### src/rtl/stream_max_reduce_if.sv
// Stream interface for stream_max_reduce: a masked multi-lane input beat stream
// on one side and a (max, beat count) result per vector on the other.
interface stream_max_reduce_if #(
   parameter int DATAWIDTH = 16,
   parameter int LANES     = 4,
   parameter int CNTW      = 16
) ();
   logic                       in_valid;
   logic                       in_ready;
   logic [LANES*DATAWIDTH-1:0] in_data;
   logic [LANES-1:0]           in_mask;
   logic                       in_last;
   logic                       out_valid;
   logic                       out_ready;
   logic [DATAWIDTH-1:0]       out_max;
   logic [CNTW-1:0]            out_count;

   modport master (
      output in_valid, in_data, in_mask, in_last, out_ready,
      input  in_ready, out_valid, out_max, out_count
   );

   modport slave (
      input  in_valid, in_data, in_mask, in_last, out_ready,
      output in_ready, out_valid, out_max, out_count
   );
endinterface

### src/rtl/stream_max_reduce.sv
// Pipelined running-max reducer: per-beat registered compare tree over LANES
// floats, followed by an accumulate stage that emits max and beat count per vector.
module stream_max_reduce #(
   parameter int DATAWIDTH = 16,
   parameter int EXPONENT  = 5,
   parameter int MANTISSA  = 10,
   parameter int LANES     = 4,
   parameter int CNTW      = 16
) (
   input logic              clk,
   input logic              reset_n,
   stream_max_reduce_if.slave io
);
   localparam int LVL   = $clog2(LANES);
   localparam int NODES = 2*LANES - 1;
   localparam logic [DATAWIDTH-1:0] NEG_INF = {1'b1, {EXPONENT{1'b1}}, {MANTISSA{1'b0}}};

   // Map sign-magnitude float to an unsigned ordering key; both zeros share one key.
   function automatic logic [DATAWIDTH-1:0] okey(input logic [DATAWIDTH-1:0] v);
      if (v[DATAWIDTH-2:0] == '0)
         return {1'b1, {(DATAWIDTH-1){1'b0}}};
      else if (v[DATAWIDTH-1])
         return {1'b0, ~v[DATAWIDTH-2:0]};
      else
         return {1'b1, v[DATAWIDTH-2:0]};
   endfunction

   // Operand a wins ties.
   function automatic logic [DATAWIDTH-1:0] pick(input logic [DATAWIDTH-1:0] a,
                                                 input logic [DATAWIDTH-1:0] b);
      return (okey(b) > okey(a)) ? b : a;
   endfunction

   // Heap-ordered tree: node 0 is the root, lane i sits at node LANES-1+i,
   // children of n are 2n+1 (lower lanes) and 2n+2.
   logic [DATAWIDTH-1:0] node [NODES];
   logic [LVL:0]         vld;
   logic [LVL:0]         lst;

   logic [DATAWIDTH-1:0] acc;
   logic [CNTW-1:0]      cnt;
   logic [DATAWIDTH-1:0] out_max_q;
   logic [CNTW-1:0]      out_count_q;
   logic                 out_valid_q;

   logic                 adv;
   logic [DATAWIDTH-1:0] win;
   logic [CNTW-1:0]      cnt_inc;

   assign adv          = !(out_valid_q && !io.out_ready);
   assign io.in_ready  = adv;
   assign io.out_valid = out_valid_q;
   assign io.out_max   = out_max_q;
   assign io.out_count = out_count_q;

   assign win     = pick(acc, node[0]);
   assign cnt_inc = (cnt == '1) ? cnt : cnt + 1'b1;

   always_ff @(posedge clk or negedge reset_n) begin
      if (!reset_n) begin
         for (int i = 0; i < NODES; i++) node[i] <= '0;
         vld         <= '0;
         lst         <= '0;
         acc         <= NEG_INF;
         cnt         <= '0;
         out_max_q   <= '0;
         out_count_q <= '0;
         out_valid_q <= 1'b0;
      end else if (adv) begin
         vld <= {vld[LVL-1:0], io.in_valid};
         lst <= {lst[LVL-1:0], io.in_valid && io.in_last};
         for (int i = 0; i < LANES; i++)
            node[LANES-1+i] <= io.in_mask[i] ? io.in_data[i*DATAWIDTH +: DATAWIDTH] : NEG_INF;
         for (int n = 0; n < LANES-1; n++)
            node[n] <= pick(node[2*n+1], node[2*n+2]);

         if (out_valid_q && io.out_ready) out_valid_q <= 1'b0;

         if (vld[LVL]) begin
            if (lst[LVL]) begin
               out_max_q   <= win;
               out_count_q <= cnt_inc;
               out_valid_q <= 1'b1;
               acc         <= NEG_INF;
               cnt         <= '0;
            end else begin
               acc <= win;
               cnt <= cnt_inc;
            end
         end
      end
   end
endmodule

### src/flat_wrapper.sv
// flat-port wrapper written by rule: the top's interface ports become plain ports
module stream_max_reduce_flat 
#(
   parameter int DATAWIDTH = 16,
   parameter int EXPONENT  = 5,
   parameter int MANTISSA  = 10,
   parameter int LANES     = 4,
   parameter int CNTW      = 16
)
  (clk, reset_n, io_in_valid, io_in_data, io_in_mask, io_in_last, io_out_ready, io_in_ready, io_out_valid, io_out_max, io_out_count);
  stream_max_reduce_if #(.DATAWIDTH(DATAWIDTH), .LANES(LANES), .CNTW(CNTW)) io_i ();
  input logic clk;
  input logic reset_n;
  input wire logic [$bits(io_i.in_valid)-1:0] io_in_valid;
  input wire logic [$bits(io_i.in_data)-1:0] io_in_data;
  input wire logic [$bits(io_i.in_mask)-1:0] io_in_mask;
  input wire logic [$bits(io_i.in_last)-1:0] io_in_last;
  input wire logic [$bits(io_i.out_ready)-1:0] io_out_ready;
  output wire logic [$bits(io_i.in_ready)-1:0] io_in_ready;
  output wire logic [$bits(io_i.out_valid)-1:0] io_out_valid;
  output wire logic [$bits(io_i.out_max)-1:0] io_out_max;
  output wire logic [$bits(io_i.out_count)-1:0] io_out_count;
  assign io_i.in_valid = io_in_valid;
  assign io_i.in_data = io_in_data;
  assign io_i.in_mask = io_in_mask;
  assign io_i.in_last = io_in_last;
  assign io_i.out_ready = io_out_ready;
  assign io_in_ready = io_i.in_ready;
  assign io_out_valid = io_i.out_valid;
  assign io_out_max = io_i.out_max;
  assign io_out_count = io_i.out_count;
  stream_max_reduce #(.DATAWIDTH(DATAWIDTH), .EXPONENT(EXPONENT), .MANTISSA(MANTISSA), .LANES(LANES), .CNTW(CNTW)) u_core (.clk(clk), .reset_n(reset_n), .io(io_i));
endmodule
### config.mk
export PLATFORM = sky130hd
export DESIGN_NAME = stream_max_reduce_flat
export DESIGN_NICKNAME = d
export VERILOG_FILES = /design/src/rtl/stream_max_reduce_if.sv /design/src/rtl/stream_max_reduce.sv /design/src/flat_wrapper.sv
export SDC_FILE = /design/constraint.sdc
export NUM_CORES = 1
export LEC_CHECK = 0
export ABC_CLOCK_PERIOD_IN_PS = 9850
export BUFFER_PORTS_ARGS = -buffer_cell sky130_fd_sc_hd__buf_2
export CELL_PAD_IN_SITES_DETAIL_PLACEMENT = 1
export CELL_PAD_IN_SITES_GLOBAL_PLACEMENT = 2
export CORE_ASPECT_RATIO = 2
export CORE_MARGIN = 5
export CORE_UTILIZATION = 40
export DETAILED_ROUTE_END_ITERATION = 7
export PLACE_DENSITY_LB_ADDON = 0.05
export SLEW_MARGIN = 15
export SYNTH_ARGS = -nofsm -noshare
export SYNTH_HDL_FRONTEND = slang
export SYNTH_SLANG_ARGS = --single-unit
### constraint.sdc
create_clock -name clk -period 9.85 [get_ports clk]
set_clock_uncertainty 0.05 [all_clocks]
set_input_delay 0.985 -clock clk [delete_from_list [all_inputs] [get_ports clk]]
set_output_delay 0.985 -clock clk [all_outputs]
set_load 0.01 [all_outputs]
==> out/qor.csv <==
stage,metric,value,unit
logic_synthesis,Synth Cell Area,11300,sq um
sta,setup tns final,0,ns
logic_synthesis,ys async rst share,1.00,
sta,"Min Clock Period, post-route",4.35,ns
worst_setup_path,WP data arrival,4.59,ns
logic_synthesis,Synth Register Bits,183,
worst_setup_path,CP Launch Type,flip-flop,
route,total wire length,32300,um
route,ANT nets after route,0,
logic_synthesis,Yosys top cell area share,0.393,
sta,fmax,230,MHz
final_layout,ratio of cells with drive above 1 in the final layout,0.119,
power,Clock Power Share,0.167,
clock_tree,CTS Hold Bufs,0,
logic_synthesis,syn_nets,1422,
worst_setup_path,Crit Path Class,flip-flop to flip-flop,
power,P_sw,0.00180,W
global_route,largest net degree at the start of global routing,124,
global_route,antenna violations before repair,0,
logic_synthesis,Yosys top cell by area,dfrtp_1,
worst_setup_path,CP Max Fanout,16,
placed_design,IO Port Bufs,106,
clock_tree,CTS resizes,0,
die,DIE AREA,31800,sq um
route,Iteration-0 DRC Markers,433,
min_path,Hold Path Origin,u_core.lst[1],
global_route,Total GRT Usage,0.209,
route,wire length per cell,19.0,um
power,Peak VDD IR,0.144,mV
clock_tree,clk_lat worst skew,0.45,ns
logic_synthesis,Yosys cell types,50,
status,outcome,"complete, no violations",
power,Flop pwr share,0.334,
clock_tree,CTS root buf,clkbuf_16,
sta,RSZ-0062 raised after global routing,no,
power,Comb pwr share,0.499,
logic_synthesis,synth cell count leaders,"204 x nand2_1, 177 x dfrtp_1, 156 x nor2_1",
placed_design,routability cong.,0.867,
worst_setup_path,CP cell instances,"nor4_1, nand4_1, and2_1, ha_1, nand4_1, nor2_1, a221o_1, o31ai_4, mux2i_1, a21oi_1",
die,IO Pins,107,
die,die extent in x,129,um
power,LEAKAGE,5.98,nW
worst_setup_path,Most Frequent Cell on Critical Path,nand4_1,
logic_synthesis,synth warn,0,
clock_tree,Setup Buffers After CTS,0,
logic_synthesis,most frequent cell after synthesis,nand2_1,
power,power per cell area,321,nW/um^2
final_layout,final instance area,12500,sq um
final_layout,# fillers,3315,
final_layout,# diodes,0,
worst_setup_path,Critical R2R Capture,u_core.node[104],
route,# DRC,0,
sta,"Slew Viols, Final",0,
worst_setup_path,CP endpoint,u_core.node[104],
placed_design,DP Area,11900,sq um
final_layout,final std cells w/o fill,1697,
logic_synthesis,Synth area leaders,"dfrtp_1 39%, ha_1 7.2%, nand2_1 6.8%, mux2i_1 5.9%, xor2_1 5.4%",
power,Cell Int Power,0.00221,W
clock_tree,Clock Sinks,183,
worst_setup_path,Worst Path Required,10.09,ns
placed_design,DPL Wire Length,23500,um
worst_setup_path,Worst path slowest cell,o31ai_4,
placed_design,Cells after DPL,1665,
logic_synthesis,Post-Synthesis Cells,1284,
clock_tree,Max clock buf depth,2,
final_layout,"Area growth, synth to finish",11.1,%
die,CORE AREA,28000,sq um
die,Die H,247,um
min_path,hold depth,2,
clock_tree,clock slew at reported path FFs,0.07,ns
global_route,global-route wire length before repair,52300,um
global_route,vias in the first global route,9637,
sta,count of final setup violators,0,
clock_tree,total CTS buffers,17,
power,switch share,0.449,
logic_synthesis,sequential element share of the synthesized area,0.407,
global_route,GRT Residual Overflow,0,
job,Max Cap Violations,0,
worst_setup_path,CP Capture Type,flip-flop,
die,starting density of the core,0.402,
die,Rows,87,
min_path,Hold WC Path Type,flip-flop to flip-flop,
worst_setup_path,CP max stage delay,0.92,ns
final_layout,Final Util,0.447,
sta,Final Hold Viols,0,
worst_setup_path,CP Launch Point,u_core.node[81],
sta,Slew Limit Headroom,0.267,
worst_setup_path,FF-to-FF setup slack,5.50,ns
route,Via density,5.41,
worst_setup_path,RR Startpoint,u_core.node[81],
route,total number of vias,9178,
sta,Slew @ Worst Pin,1.10,ns
clock_tree,H-tree depth,4,
logic_synthesis,Synth Flop Type,dfrtp_1,
logic_synthesis,"Avg Cell Area, Syn",8.77,sq um
logic_synthesis,Post-synth EDFFs,0,
sta,Tcrit/Tclk final,0.441,
final_layout,nets@finish,1466,
clock_tree,CTS tree,built,
worst_setup_path,worst-case reg-to-reg path depth,10,
power,Final Power,0.00401,W
route,first-pass iteration count of the detailed router,4,
==> worst min-delay path by stage <==
| stage | end |
|---|---|
| after floorplan | u_core.lst[0] |
| after global routing | u_core.lst[1] |
| after detailed placement | u_core.lst[1] |
| final | u_core.lst[1] |
| after global placement | u_core.lst[1] |
| after CTS | u_core.lst[1] |
==> state kept, by name, summed over array words and instances, names as in the netlist <==
register	flops
u_core.io.out_max	16
u_core.lst	3
u_core.acc	16
u_core.vld	3
u_core.node	112
u_core.io.out_count	16
u_core.cnt	16
u_core.io.out_valid	1
==> per-layer routing <==
layer,vias up,track usage,wire length (um)
met5,-,0,0
met4,0,0.0612,646
met3,34,0.0296,731
met2,113,0.368,16700
met1,4547,0.263,14100
li1,4484,-,-
==> worst max-delay path, delay by kind of cell, from the launching register on <==
kind	cells	cell delay, ns
compound gates	3	1.37
fa+ha+maj	1	0.29
flops	1	0.42
mux	1	0.38
simple gates	5	1.65
==> power groups by stage <==
stage / registers (W) / logic, W / clock network (W)
finish: 0.00134 / 0.00200 / 0.000670
detailed placement: 0.00136 / 0.00202 / 0
floorplan: 0.00117 / 0.00164 / 0
global route: 0.00138 / 0.00226 / 0.000720
CTS: 0.00135 / 0.00204 / 0.000695
global placement: 0.00135 / 0.00195 / 0
==> final cells by class <==
cell class | instances | area (sq um) | share of cell area
multi-input cells | 987 | 6230 | 0.498
flip-flops and latches | 183 | 4590 | 0.367
repair buffers | 110 | 569 | 0.0455
well taps | 356 | 445 | 0.0356
clock buffers | 17 | 425 | 0.0340
clock inverters | 15 | 139 | 0.0111
inverters | 29 | 114 | 0.00910
==> logic make-up after synthesis <==
logic type      count (synthesis)  share of synthesized area
mux                            66                     0.0587
flops                         183                      0.407
buf+inv                       114                     0.0419
fa+ha+maj                      65                     0.0722
xor+xnor                      131                      0.102
compound gates                216                      0.117
simple gates                  509                      0.201
==> metrics by stage <==
| step | worst slack, ns | hold slack (ns) |
|---|---|---|
| 6_report | 5.50 | 0.418 |
| 2_1_floorplan | 6.50 | 0.389 |
| 4_1_cts | 5.48 | 0.423 |
| 3_5_place_dp | 5.49 | 0.406 |
| 5_1_grt | 5.18 | 0.444 |
| 3_3_place_gp | 5.54 | 0.402 |
==> cell usage in the layout (no fill, tap or decap), types with 31 or more instances in the layout <==
master   Yosys  routed
nor2_1     156     155
mux2i_1     66      66
buf_2        8     105
o21ai_0     41      41
xnor2_1     62      62
nand2_1    204     204
nand3_1     54      54
dfrtp_1    177     177
xor2_1      69      69
a21oi_1     96      96
ha_1        65      65
a31oi_1     31      31
No activity file was read; power rests on OpenSTA's default activity.
